### config.mk
export PLATFORM = sky130hd
export DESIGN_NAME = mem_arb
export DESIGN_NICKNAME = d
export VERILOG_FILES = /design/src/rtl/mem_arb.sv
export SDC_FILE = /design/constraint.sdc
export NUM_CORES = 1
export LEC_CHECK = 0
export ABC_AREA = 1
export BUFFER_PORTS_ARGS = -buffer_cell sky130_fd_sc_hd__clkbuf_2
export CORE_AREA = 2 2 179 181
export CTS_CLUSTER_SIZE = 28
export DETAILED_ROUTE_END_ITERATION = 10
export DIE_AREA = 0 0 181 183
export PLACE_DENSITY_LB_ADDON = 0.05
export SETUP_SLACK_MARGIN = 0.02
export SYNTH_ARGS = -nofsm -noshare
export SYNTH_HDL_FRONTEND = slang
export SYNTH_SLANG_ARGS = --single-unit
### constraint.sdc
create_clock -name clk -period 4.4 [get_ports clk]
set_clock_uncertainty 0.1 [all_clocks]
set_input_delay 1.32 -clock clk [delete_from_list [all_inputs] [get_ports clk]]
set_output_delay 1.32 -clock clk [all_outputs]
set_load 0.01 [all_outputs]
### src/rtl/mem_arb.sv
// rtl/mem_arb.sv - two-requester (instruction/data) memory arbiter
// One memory transaction in flight; grants round-robin or data-first on a tie.
module mem_arb #(
  parameter int unsigned RR = 1
) (
  input  logic        clk,
  input  logic        rst,
  input  logic [31:0] ib_req_addr,
  input  logic [2:0]  ib_req_size,
  input  logic        ib_req_valid,
  output logic        ib_req_ready,
  output logic [63:0] ib_resp_rdata,
  output logic        ib_resp_valid,
  input  logic        ib_resp_ready,
  input  logic [31:0] db_req_addr,
  input  logic [63:0] db_req_wdata,
  input  logic [7:0]  db_req_wmask,
  input  logic        db_req_wen,
  input  logic [2:0]  db_req_size,
  input  logic        db_req_valid,
  output logic        db_req_ready,
  output logic [63:0] db_resp_rdata,
  output logic        db_resp_valid,
  input  logic        db_resp_ready,
  output logic [31:0] mem_req_addr,
  output logic [63:0] mem_req_wdata,
  output logic [7:0]  mem_req_wmask,
  output logic        mem_req_wen,
  output logic [2:0]  mem_req_size,
  output logic        mem_req_valid,
  input  logic        mem_req_ready,
  input  logic [63:0] mem_resp_rdata,
  input  logic        mem_resp_valid,
  output logic        mem_resp_ready
);

  typedef enum logic [1:0] {IDLE, REQ, RESP} state_t;

  state_t     state;
  logic       owner_db;
  logic       last_db;
  logic [4:0] beats;
  logic       grant_any;
  logic       grant_db;
  logic       in_resp;

  // Writes always complete in one beat; reads wider than 8 bytes are split into 8-byte beats.
  function automatic logic [4:0] beats_for(input logic wen, input logic [2:0] size);
    if (wen || size <= 3'd3) return 5'd1;
    return 5'd1 << (size - 3'd3);
  endfunction

  always_comb begin
    grant_any = (state == IDLE) && !rst && (ib_req_valid || db_req_valid);
    if (ib_req_valid && db_req_valid) grant_db = (RR != 0) ? ~last_db : 1'b1;
    else                              grant_db = db_req_valid;
    ib_req_ready   = grant_any && !grant_db;
    db_req_ready   = grant_any && grant_db;
    in_resp        = (state == RESP);
    ib_resp_valid  = in_resp && !owner_db && mem_resp_valid;
    db_resp_valid  = in_resp && owner_db && mem_resp_valid;
    ib_resp_rdata  = (in_resp && !owner_db) ? mem_resp_rdata : 64'd0;
    db_resp_rdata  = (in_resp && owner_db) ? mem_resp_rdata : 64'd0;
    mem_resp_ready = in_resp && (owner_db ? db_resp_ready : ib_resp_ready);
  end

  always_ff @(posedge clk) begin
    if (rst) begin
      state         <= IDLE;
      owner_db      <= 1'b0;
      last_db       <= 1'b0;
      beats         <= 5'd0;
      mem_req_addr  <= 32'd0;
      mem_req_wdata <= 64'd0;
      mem_req_wmask <= 8'd0;
      mem_req_wen   <= 1'b0;
      mem_req_size  <= 3'd0;
      mem_req_valid <= 1'b0;
    end else begin
      case (state)
        IDLE: begin
          if (grant_any) begin
            owner_db      <= grant_db;
            last_db       <= grant_db;
            mem_req_valid <= 1'b1;
            state         <= REQ;
            if (grant_db) begin
              mem_req_addr  <= db_req_addr;
              mem_req_wdata <= db_req_wdata;
              mem_req_wmask <= db_req_wmask;
              mem_req_wen   <= db_req_wen;
              mem_req_size  <= db_req_size;
              beats         <= beats_for(db_req_wen, db_req_size);
            end else begin
              mem_req_addr  <= ib_req_addr;
              mem_req_wdata <= 64'd0;
              mem_req_wmask <= 8'd0;
              mem_req_wen   <= 1'b0;
              mem_req_size  <= ib_req_size;
              beats         <= beats_for(1'b0, ib_req_size);
            end
          end
        end
        REQ: begin
          if (mem_req_ready) begin
            mem_req_valid <= 1'b0;
            state         <= RESP;
          end
        end
        RESP: begin
          if (mem_resp_valid && mem_resp_ready) begin
            beats <= beats - 5'd1;
            if (beats == 5'd1) state <= IDLE;
          end
        end
        default: state <= IDLE;
      endcase
    end
  end

endmodule

==> flow_metrics.tcl, run 1 <==
set metrics [dict create \
    netSwitchingFraction_pct 30.1 \
    tightestPinTransition_ns 0.921 \
    p_int_mw 2.24 \
    syn_area_mm2 0.00537 \
    fin_util_pct 27.6 \
    synth_edf_count 0 \
    worstRegToRegCells 9 \
    wire_per_inst_um 14.9 \
    htreeDepth 4 \
    yosysMostFrequentCell "nor2_1" \
    via_per_inst 4.02 \
    setup-violations-final 0 \
    ys_top_cells_by_count "219 x nor2_1, 137 x nand2_1, 117 x dfxtp_1" \
    rsz0062_at_grt "false" \
    drt_first_iter_violations 230 \
    clockBufferDepth 2 \
    synth_top_area_share_pct 43.7 \
    multiInputGateArea_mm2 0.00244 \
    synth_nets 995 \
    grt_usage_pct 14.3 \
    place.gp.congestion 0.732 \
    relSlewSlack_pct 38.6 \
    coreArea_mm2 0.0312 \
    hold_depth 2 \
    post_cts_buffers 0 \
    grt_max_degree 83 \
    p_clk_share_pct 42.2 \
    diodes 0 \
    maxCapViolations 0 \
    min_to "mem_req_valid" \
    grt_pass1_wl_mm 36.3 \
    cts.sink_count 117 \
    slew_violations 0 \
    via_count 6532 \
    end_kind "output pin" \
    worstSetupPathType "flip-flop to output pin" \
    p_leak_nw 4.68 \
    antenna_found_initial 0 \
    r2r_setup_slack_ns 1.76 \
    ys.flop_type "dfxtp_1" \
    fin_hold_ws_ns 0.376 \
    synth_area_leaders "dfxtp_1 44%, nor2_1 15%, a22oi_1 10%" \
    hpwlAfterDp_mm 18.5 \
    cts_resized 0 \
    numCtsBuffers 17 \
    final_nets 1430 \
    rows 65 \
    clkTransAtPathRegs_ns 0.06 \
    yosysTopAreaCell "dfxtp_1" \
    worst_hold_path_type "flip-flop to flip-flop" \
    nFillCells 3598 \
    hold_buffers 0 \
    final.min_clock_period_ns 3.77 \
    insertion_delay_ns 0.42 \
    drt-total-wl_mm 24.2 \
    drive_gt1_share_pct 41.5 \
    overflow 0 \
    cts_tree "built" \
    die_y_um 183 \
    synth_async_sr_flop_share_pct 0 \
    p_switching_mw 0.962 \
    port_buffers 456 \
    yosys_warnings 0 \
    io_pins 457 \
    synth.yosys.seq_area_share_pct 43.7 \
    power_frac_comb_pct 21.3 \
    syn_area_per_cell_um2 6.91 \
    die_x_um 181 \
    fin_setup_tns_ns 0 \
    start_util_pct 17.2 \
    grt_pass1_vias 6474 \
    power.share.sequential_pct 36.5 \
    crit_fanout 31 \
    hold_viol_final 0 \
    r2r-end "mem_req_addr[28]" \
    required_ns 2.98 \
    power_density_mw_per_mm2 372 \
    syn2layout_area_growth_pct 60.5 \
    status "finished, final reports clean" \
    ir_worst_vdd_v 0.000215 \
    synth.distinct_cells 23 \
    hp-start "mem_req_valid" \
    die_area_mm2 0.0331 \
    critPathArrivalTime_ns 2.35 \
    drc 0 \
    ys_ff_latch 117 \
    worstReg2RegStart "state[1]" \
    start_kind "flip-flop" \
    seq_area_mm2 0.00234 \
    syn_inst 776 \
    cts_root_buf "clkbuf_16" \
    post-route-period-util_pct 85.6 \
    first_pass_iters 4 \
    postRouteAntennaNets 0 \
    max_freq_mhz 266 \
]
## layout make-up
cell class	instances	area share [%]
Timing Repair Buffer	468	28.0
Sequential cell	117	27.2
Clock inverter	10	1.23
Tap cell	402	5.84
Inverter	92	4.01
Clock buffer	21	5.35
Multi-Input combinational cell	515	28.4
## flip-flops by register name, summed over array words and instances, names as in the netlist
name           cells
state              2
mem_req_valid      1
mem_req_wen        1
last_db            1
beats              5
mem_req_size       3
mem_req_wdata     64
mem_req_addr      32
mem_req_wmask      8
## placed cells by master (no fill, tap or decap)
master,n
clkbuf_2,455
nor2_1,219
nand2_1,135
dfxtp_1,117
inv_1,89
a22oi_1,73
a31oi_1,36
clkbuf_16,17
nand3_1,14
a21oi_1,11
buf_4,10
o21ai_0,9
clkinv_2,6
nor3_1,5
ha_1,4
inv_2,3
nand2_2,3
buf_12,3
nor2_8,2
clkbuf_1,2
bufinv_16,2
clkbuf_8,2
nor2_4,1
nand2_4,1
o31ai_1,1
a211oi_1,1
clkinv_4,1
clkinvlp_4,1
## layer usage
| metal | GRT usage, % | share of wire (%) | routed length, um |
|---|---|---|---|
| met5 | 0 | 0 | 0 |
| met4 | 5.27 | 2.3 | 554 |
| met3 | 4.71 | 7.7 | 1850 |
| met2 | 27.5 | 54 | 13000 |
| met1 | 14.2 | 36 | 8810 |
## worst max-delay path by stage
| stage | from | end | slack [ns] |
|---|---|---|---|
| CTS | state[0] | db_resp_valid | 0.53 |
| detailed placement | rst | mem_req_addr[28] | 0.67 |
| floorplan | ib_req_valid | ib_req_ready | 0.96 |
| global placement | rst | mem_req_addr[28] | 0.70 |
| global route | state[0] | db_resp_valid | 0.27 |
| finish | state[0] | db_resp_rdata[63] | 0.63 |
## critical path, cell delays in order, from the launching register on
cell      delay, ns
dfxtp_1        0.34
inv_2          0.05
nand2_1        0.31
inv_1          0.20
nand2_2        0.49
buf_4          0.34
nor2_1         0.06
clkbuf_2       0.13
## through the flow
step / total power [mW] / instances / cell area, um2 / worst slack (ns)
6_report: 3.20 / 1625 / 8610 / 0.634
5_1_grt: 3.40 / 1625 / 8610 / 0.271
4_1_cts: 3.27 / 1625 / 8610 / 0.531
3_5_place_dp: 1.89 / 1594 / 8050 / 0.667
3_3_place_gp: 1.90 / 1594 / 8050 / 0.698
2_1_floorplan: 1.56 / 776 / 5370 / 0.960
## kinds of logic (layout without fill, tap and decap cells)
group           Yosys count  after routing  synth area share [%]
compound gates          131            131                  16.6
fa+ha+maj                 4              4                 0.933
buf+inv                 144            591                  10.9
flops                   117            117                  43.7
simple gates            380            380                  28.0
## power by group through the flow
stage,sequential (mW),combinational (mW),clock [mW]
finish,1.17,0.682,1.35
global route,1.18,0.767,1.46
CTS,1.17,0.701,1.41
detailed placement,1.19,0.699,0
global placement,1.19,0.710,0
floorplan,1.21,0.347,0
(Power assumes the default switching activity.)
==> run 2: changes to the inputs <==
--- a/config.mk
+++ b/config.mk
@@ -12,6 +12,7 @@
 export DETAILED_ROUTE_END_ITERATION = 10
 export DIE_AREA = 0 0 181 183
 export PLACE_DENSITY_LB_ADDON = 0.05
+export REMOVE_ABC_BUFFERS = 1
 export SETUP_SLACK_MARGIN = 0.02
 export SYNTH_ARGS = -nofsm -noshare
 export SYNTH_HDL_FRONTEND = slang
==> constraint.sdc (replaced) <==
create_clock -name clk -period 4.75 [get_ports clk]
set_clock_uncertainty 0.1 [all_clocks]
set_input_delay 1.425 -clock clk [delete_from_list [all_inputs] [get_ports clk]]
set_output_delay 1.425 -clock clk [all_outputs]
set_load 0.01 [all_outputs]
==> run 2 against run 1 <==
Against the previous run:
- sequential power shrank 8%
- hold slack gained 0.012 ns
- worst setup slack gained 0.33 ns
- sequential share of layout area is essentially flat
- clock power is essentially flat
- utilization is essentially flat
- critical endpoint is now db_resp_rdata[41]
==> flow_metrics.tcl, run 2 (synthesized netlist as in run 1, its figures left out) <==
set metrics [dict create \
    cts_root_buf "clkbuf_16" \
    fin_util_pct 27.6 \
    grt_pass1_wl_mm 36.7 \
    syn2layout_area_growth_pct 60.7 \
    antenna_found_initial 4 \
    required_ns 3.22 \
    power.share.sequential_pct 35.1 \
    die_area_mm2 0.0331 \
    drive_gt1_share_pct 41.4 \
    worstSetupPathType "flip-flop to output pin" \
    grt_usage_pct 14.3 \
    rows 65 \
    hold_buffers 0 \
    first_pass_iters 5 \
    largest_reg_flops 64 \
    critPathArrivalTime_ns 2.26 \
    tightestPinTransition_ns 0.723 \
    power_frac_comb_pct 20.1 \
    postRouteAntennaNets 0 \
    netSwitchingFraction_pct 31.2 \
    largestRegisters "mem_req_wdata: 64 flops, mem_req_addr: 32 flops, mem_req_wmask: 8 flops" \
    htreeDepth 4 \
    drt-total-wl_mm 24.6 \
    via_count 6500 \
    hold_viol_final 0 \
    relSlewSlack_pct 51.7 \
    place.gp.congestion 0.744 \
    nFillCells 3531 \
    max_freq_mhz 264 \
    rsz0062_at_grt "false" \
    power_density_mw_per_mm2 357 \
    via_per_inst 4.00 \
    p_switching_mw 0.961 \
    regMostFlops "mem_req_wdata" \
    numCtsBuffers 17 \
    die_y_um 183 \
    die_x_um 181 \
    grt_pass1_vias 6283 \
    mostFrequentLayoutCell "clkbuf_2" \
    cts.sink_count 117 \
    layout_common_cells "455 x clkbuf_2, 219 x nor2_1, 135 x nand2_1" \
    clkTransAtPathRegs_ns 0.06 \
    end_kind "output pin" \
    final.min_clock_period_ns 3.79 \
    worst_hold_path_type "flip-flop to flip-flop" \
    status "finished, final reports clean" \
    drt_first_iter_violations 317 \
    post_cts_buffers 0 \
    p_leak_nw 4.67 \
    maxCapViolations 0 \
    post-route-period-util_pct 79.7 \
    clockBufferDepth 2 \
    setup-violations-final 0 \
    coreArea_mm2 0.0312 \
    ir_worst_vdd_v 0.000222 \
    wire_per_inst_um 15.1 \
    hpwlAfterDp_mm 18.3 \
    final_nets 1427 \
    crit_fanout 65 \
    p_int_mw 2.12 \
    cts_resized 0 \
    drc 0 \
    overflow 0 \
    io_pins 457 \
    port_buffers 456 \
    start_util_pct 17.2 \
    grt_max_degree 66 \
    insertion_delay_ns 0.42 \
    cts_tree "built" \
    slew_violations 0 \
    multiInputGateArea_mm2 0.00244 \
    start_kind "flip-flop" \
    seq_area_mm2 0.00234 \
    p_clk_share_pct 44.8 \
    fin_setup_tns_ns 0 \
]
[run 2: cell count changes in the layout (fill, tap and decap cells not counted)]
cell        before  now
clkinv_2         6    1
clkbuf_1         2    1
diode_2          0    2
clkbuf_8         2    0
buf_4           10    9
inv_6            0    6
bufinv_16        2    3
clkinv_4         1    2
clkinvlp_4       1    0
inv_8            0    2
buf_12           3    1
[run 2: metrics by stage]
| step | power [mW] | cell area [um2] | worst slack, ns | instances | hold WS (ns) |
|---|---|---|---|---|---|
| 2_1_floorplan | 1.41 | 5130 | 0.624 | 724 | 0.383 |
| 3_3_place_gp | 1.74 | 8000 | 0.924 | 1591 | 0.378 |
| 3_5_place_dp | 1.73 | 8000 | 0.934 | 1591 | 0.378 |
| 4_1_cts | 3.15 | 8620 | 0.879 | 1623 | 0.392 |
| 5_1_grt | 3.26 | 8620 | 0.695 | 1625 | 0.407 |
| 6_report | 3.08 | 8620 | 0.964 | 1625 | 0.389 |
[run 2: layout make-up]
class | count | area share (%)
antenna | 2 | 0.0581
clock buffer | 18 | 4.98
clock inverter | 14 | 2.18
inverter | 92 | 4.01
multi-input combinational | 515 | 28.3
sequential | 117 | 27.2
tap | 402 | 5.83
timing repair buffer | 465 | 27.4
[run 2: worst max-delay path: stages, from the launching register on]
cell and delay [ns]:
dfxtp_1 0.34, inv_2 0.05, nand2_1 0.32, inv_1 0.19, nand2_2 0.08, buf_4 0.55
nor2_1 0.08, clkbuf_2 0.18
[run 2: per-layer routing]
metal | routed length, um | GRT usage (%)
met1 | 9740 | 16.3
met2 | 12300 | 24.9
met3 | 2330 | 5.74
met4 | 206 | 3.64
met5 | 9 | 0
[run 2: final timing paths]
kind,from,endpoint,slack (ns),cells past startpoint
max,state[0],db_resp_rdata[41],0.96,7
min,mem_req_valid,mem_req_valid,0.39,2
max reg2reg,state[1],mem_req_addr[19],2.17,9
min reg2reg,mem_req_valid,mem_req_valid,0.39,2
[run 2: power groups by stage]
| stage | Sequential [mW] | Combinational [mW] | Clock [mW] |
|---|---|---|---|
| 5_1_grt | 1.09 | 0.698 | 1.47 |
| 3_5_place_dp | 1.10 | 0.632 | 0 |
| 4_1_cts | 1.08 | 0.634 | 1.43 |
| 2_1_floorplan | 1.12 | 0.286 | 0 |
| 6_report | 1.08 | 0.619 | 1.38 |
| 3_3_place_gp | 1.10 | 0.641 | 0 |
==> run 3: changes to the inputs <==
--- a/config.mk
+++ b/config.mk
@@ -7,10 +7,10 @@
 export LEC_CHECK = 0
 export ABC_AREA = 1
 export BUFFER_PORTS_ARGS = -buffer_cell sky130_fd_sc_hd__clkbuf_2
-export CORE_AREA = 2 2 179 181
+export CORE_AREA = 2 2 180 182
 export CTS_CLUSTER_SIZE = 28
 export DETAILED_ROUTE_END_ITERATION = 10
-export DIE_AREA = 0 0 181 183
+export DIE_AREA = 0 0 182 184
 export PLACE_DENSITY_LB_ADDON = 0.05
 export REMOVE_ABC_BUFFERS = 1
 export SETUP_SLACK_MARGIN = 0.02
==> constraint.sdc (replaced) <==
create_clock -name clk -period 3.05 [get_ports clk]
set_clock_uncertainty 0.1 [all_clocks]
set_input_delay 0.915 -clock clk [delete_from_list [all_inputs] [get_ports clk]]
set_output_delay 0.915 -clock clk [all_outputs]
set_load 0.01 [all_outputs]
==> run 3 against run 2 <==
Against the previous run:
- power grew 52%
- clock power is 46% higher
- utilization increased by 0.068 points
- critical endpoint is now db_resp_rdata[30]
- highest routed layer unchanged
==> flow_metrics.tcl, run 3 (synthesized netlist as in run 1, its figures left out) <==
set metrics [dict create \
    hold_viol_final 0 \
    die_x_um 182 \
    p_int_mw 3.21 \
    drc 0 \
    worstReg2RegStart "state[1]" \
    start_kind "flip-flop" \
    grt_pass1_wl_mm 36.9 \
    cts_root_buf "clkbuf_16" \
    die_y_um 184 \
    crit_family "buffers and inverters" \
    start_util_pct 17.1 \
    netSwitchingFraction_pct 31.5 \
    fin_setup_tns_ns 0 \
    power_frac_comb_pct 21.0 \
    numCtsBuffers 17 \
    finalPower_mw 4.68 \
    mostFrequentLayoutCell "clkbuf_2" \
    postRouteAntennaNets 0 \
    worst_hold_path_type "flip-flop to flip-flop" \
    cts_tree "built" \
    crit_fanout 22 \
    setup-violations-final 0 \
    final.min_clock_period_ns 2.84 \
    tightestPinTransition_ns 0.590 \
    grt_max_degree 109 \
    largestRegisters "mem_req_wdata: 64 flops, mem_req_addr: 32 flops, mem_req_wmask: 8 flops" \
    p_clk_share_pct 43.0 \
    crit_buf_inv 3 \
    post-route-period-util_pct 93.0 \
    place.gp.congestion 0.821 \
    regMostFlops "mem_req_wdata" \
    wire_per_inst_um 15.2 \
    p_switching_mw 1.47 \
    p_leak_nw 4.72 \
    relSlewSlack_pct 60.7 \
    io_pins 457 \
    path_cells "nand2_1 > inv_1 > nand2_4 > buf_4 > nor2_1 > clkbuf_2" \
    worstSetupStartpoint "state[1]" \
    via_count 6544 \
    clockBufferDepth 2 \
    clkTransAtPathRegs_ns 0.06 \
    grt_pass1_vias 6425 \
    diodes 0 \
    port_buffers 456 \
    dpl_worst_slack_ns 0.274 \
    drive_gt1_share_pct 42.0 \
    maxCapViolations 0 \
    coreArea_mm2 0.0314 \
    hp-start "mem_req_addr[23]" \
    fin_util_pct 27.7 \
    overflow 0 \
    insertion_delay_ns 0.41 \
    power.share.sequential_pct 36.0 \
    fin_hold_ws_ns 0.387 \
    antenna_found_initial 2 \
    end_kind "output pin" \
    rsz0062_at_grt "false" \
    die_area_mm2 0.0335 \
    via_per_inst 4.01 \
    slew_violations 0 \
    first_pass_iters 7 \
    critPathArrivalTime_ns 1.82 \
    grt_usage_pct 14.3 \
    layout_common_cells "455 x clkbuf_2, 219 x nor2_1, 135 x nand2_1" \
    required_ns 2.03 \
    drt_first_iter_violations 263 \
    syn2layout_area_growth_pct 61.9 \
    slowest_stage "dfxtp_1" \
    final_nets 1437 \
    hpwlAfterDp_mm 18.8 \
    rows 65 \
    power_density_mw_per_mm2 539 \
    htreeDepth 4 \
    layout_setup_ws_ns 0.214 \
    critPathMaxStageDelay_ns 0.39 \
    worstSetupPathType "flip-flop to output pin" \
    ir_worst_vdd_v 0.000354 \
    status "finished, final reports clean" \
    cts.sink_count 117 \
    largest_reg_flops 64 \
    drt-total-wl_mm 24.8 \
    max_freq_mhz 353 \
    post_cts_buffers 0 \
]
==> run 3: cell types whose count changed in the layout (fill, tap and decap cells not counted), sizes merged <==
cell / previous run / this run
clkbuf: 473 / 472
buf: 10 / 20
bufinv: 3 / 2
clkinv: 3 / 8
clkinvlp: 0 / 1
inv: 100 / 95
diode: 2 / 0
==> run 3: what timing repair did <==
action                                 4_1_cts  5_1_grt
gates resized for setup                      0        2
setup endpoints to repair                    0       52
hold buffers                                 0        0
endpoints found under the hold margin        0        0
==> run 3: per-stage QoR <==
| step | cells | area (um2) |
|---|---|---|
| 5_1_grt | 1632 | 8690 |
| 3_3_place_gp | 1601 | 8100 |
| 6_report | 1632 | 8690 |
| 3_5_place_dp | 1601 | 8100 |
| 2_1_floorplan | 724 | 5130 |
| 4_1_cts | 1632 | 8680 |
==> run 3: area by class of cell <==
cell class | count | area, um2
fillers | 3520 | 22700
clock inverters | 14 | 153
clock buffers | 17 | 425
repair buffers | 475 | 2460
flip-flops and latches | 117 | 2340
multi-input cells | 515 | 2450
well taps | 402 | 503
inverters | 92 | 345
==> run 3: path summary, 6_finish.rpt <==
| kind | to | slack, ns | cells after the start |
|---|---|---|---|
| setup / recovery | db_resp_rdata[30] | 0.21 | 6 |
| setup reg to reg | mem_req_addr[28] | 1.19 | 8 |
| hold reg to reg | mem_req_addr[23] | 0.39 | 2 |
| hold / removal | mem_req_addr[23] | 0.39 | 2 |
==> run 3: power groups by stage <==
stage | registers [mW] | logic (mW) | clock network, mW
after floorplan | 1.75 | 0.445 | 0
after global placement | 1.72 | 1.02 | 0
after detailed placement | 1.71 | 1.01 | 0
after CTS | 1.68 | 1.01 | 2.09
after global routing | 1.70 | 1.11 | 2.16
final | 1.68 | 0.984 | 2.01
==> run 3: worst min-delay path, delay by kind of cell, from the launching register on <==
family | cells | cell delay (ns)
AO/OA/AOI/OAI | 1 | 0.07
flip-flops | 1 | 0.31
AND/OR/NAND/NOR | 1 | 0.06
==> run 3: metal layers <==
layer / wire length [um] / share of wire, % / vias up / GRT usage [%]
li1: - / - / 3355 / -
met1: 9670 / 39 / 2903 / 15.6
met2: 12800 / 51 / 264 / 26.1
met3: 2090 / 8.4 / 20 / 5.21
met4: 293 / 1.2 / 2 / 3.45
met5: 7 / 0.028 / - / 0
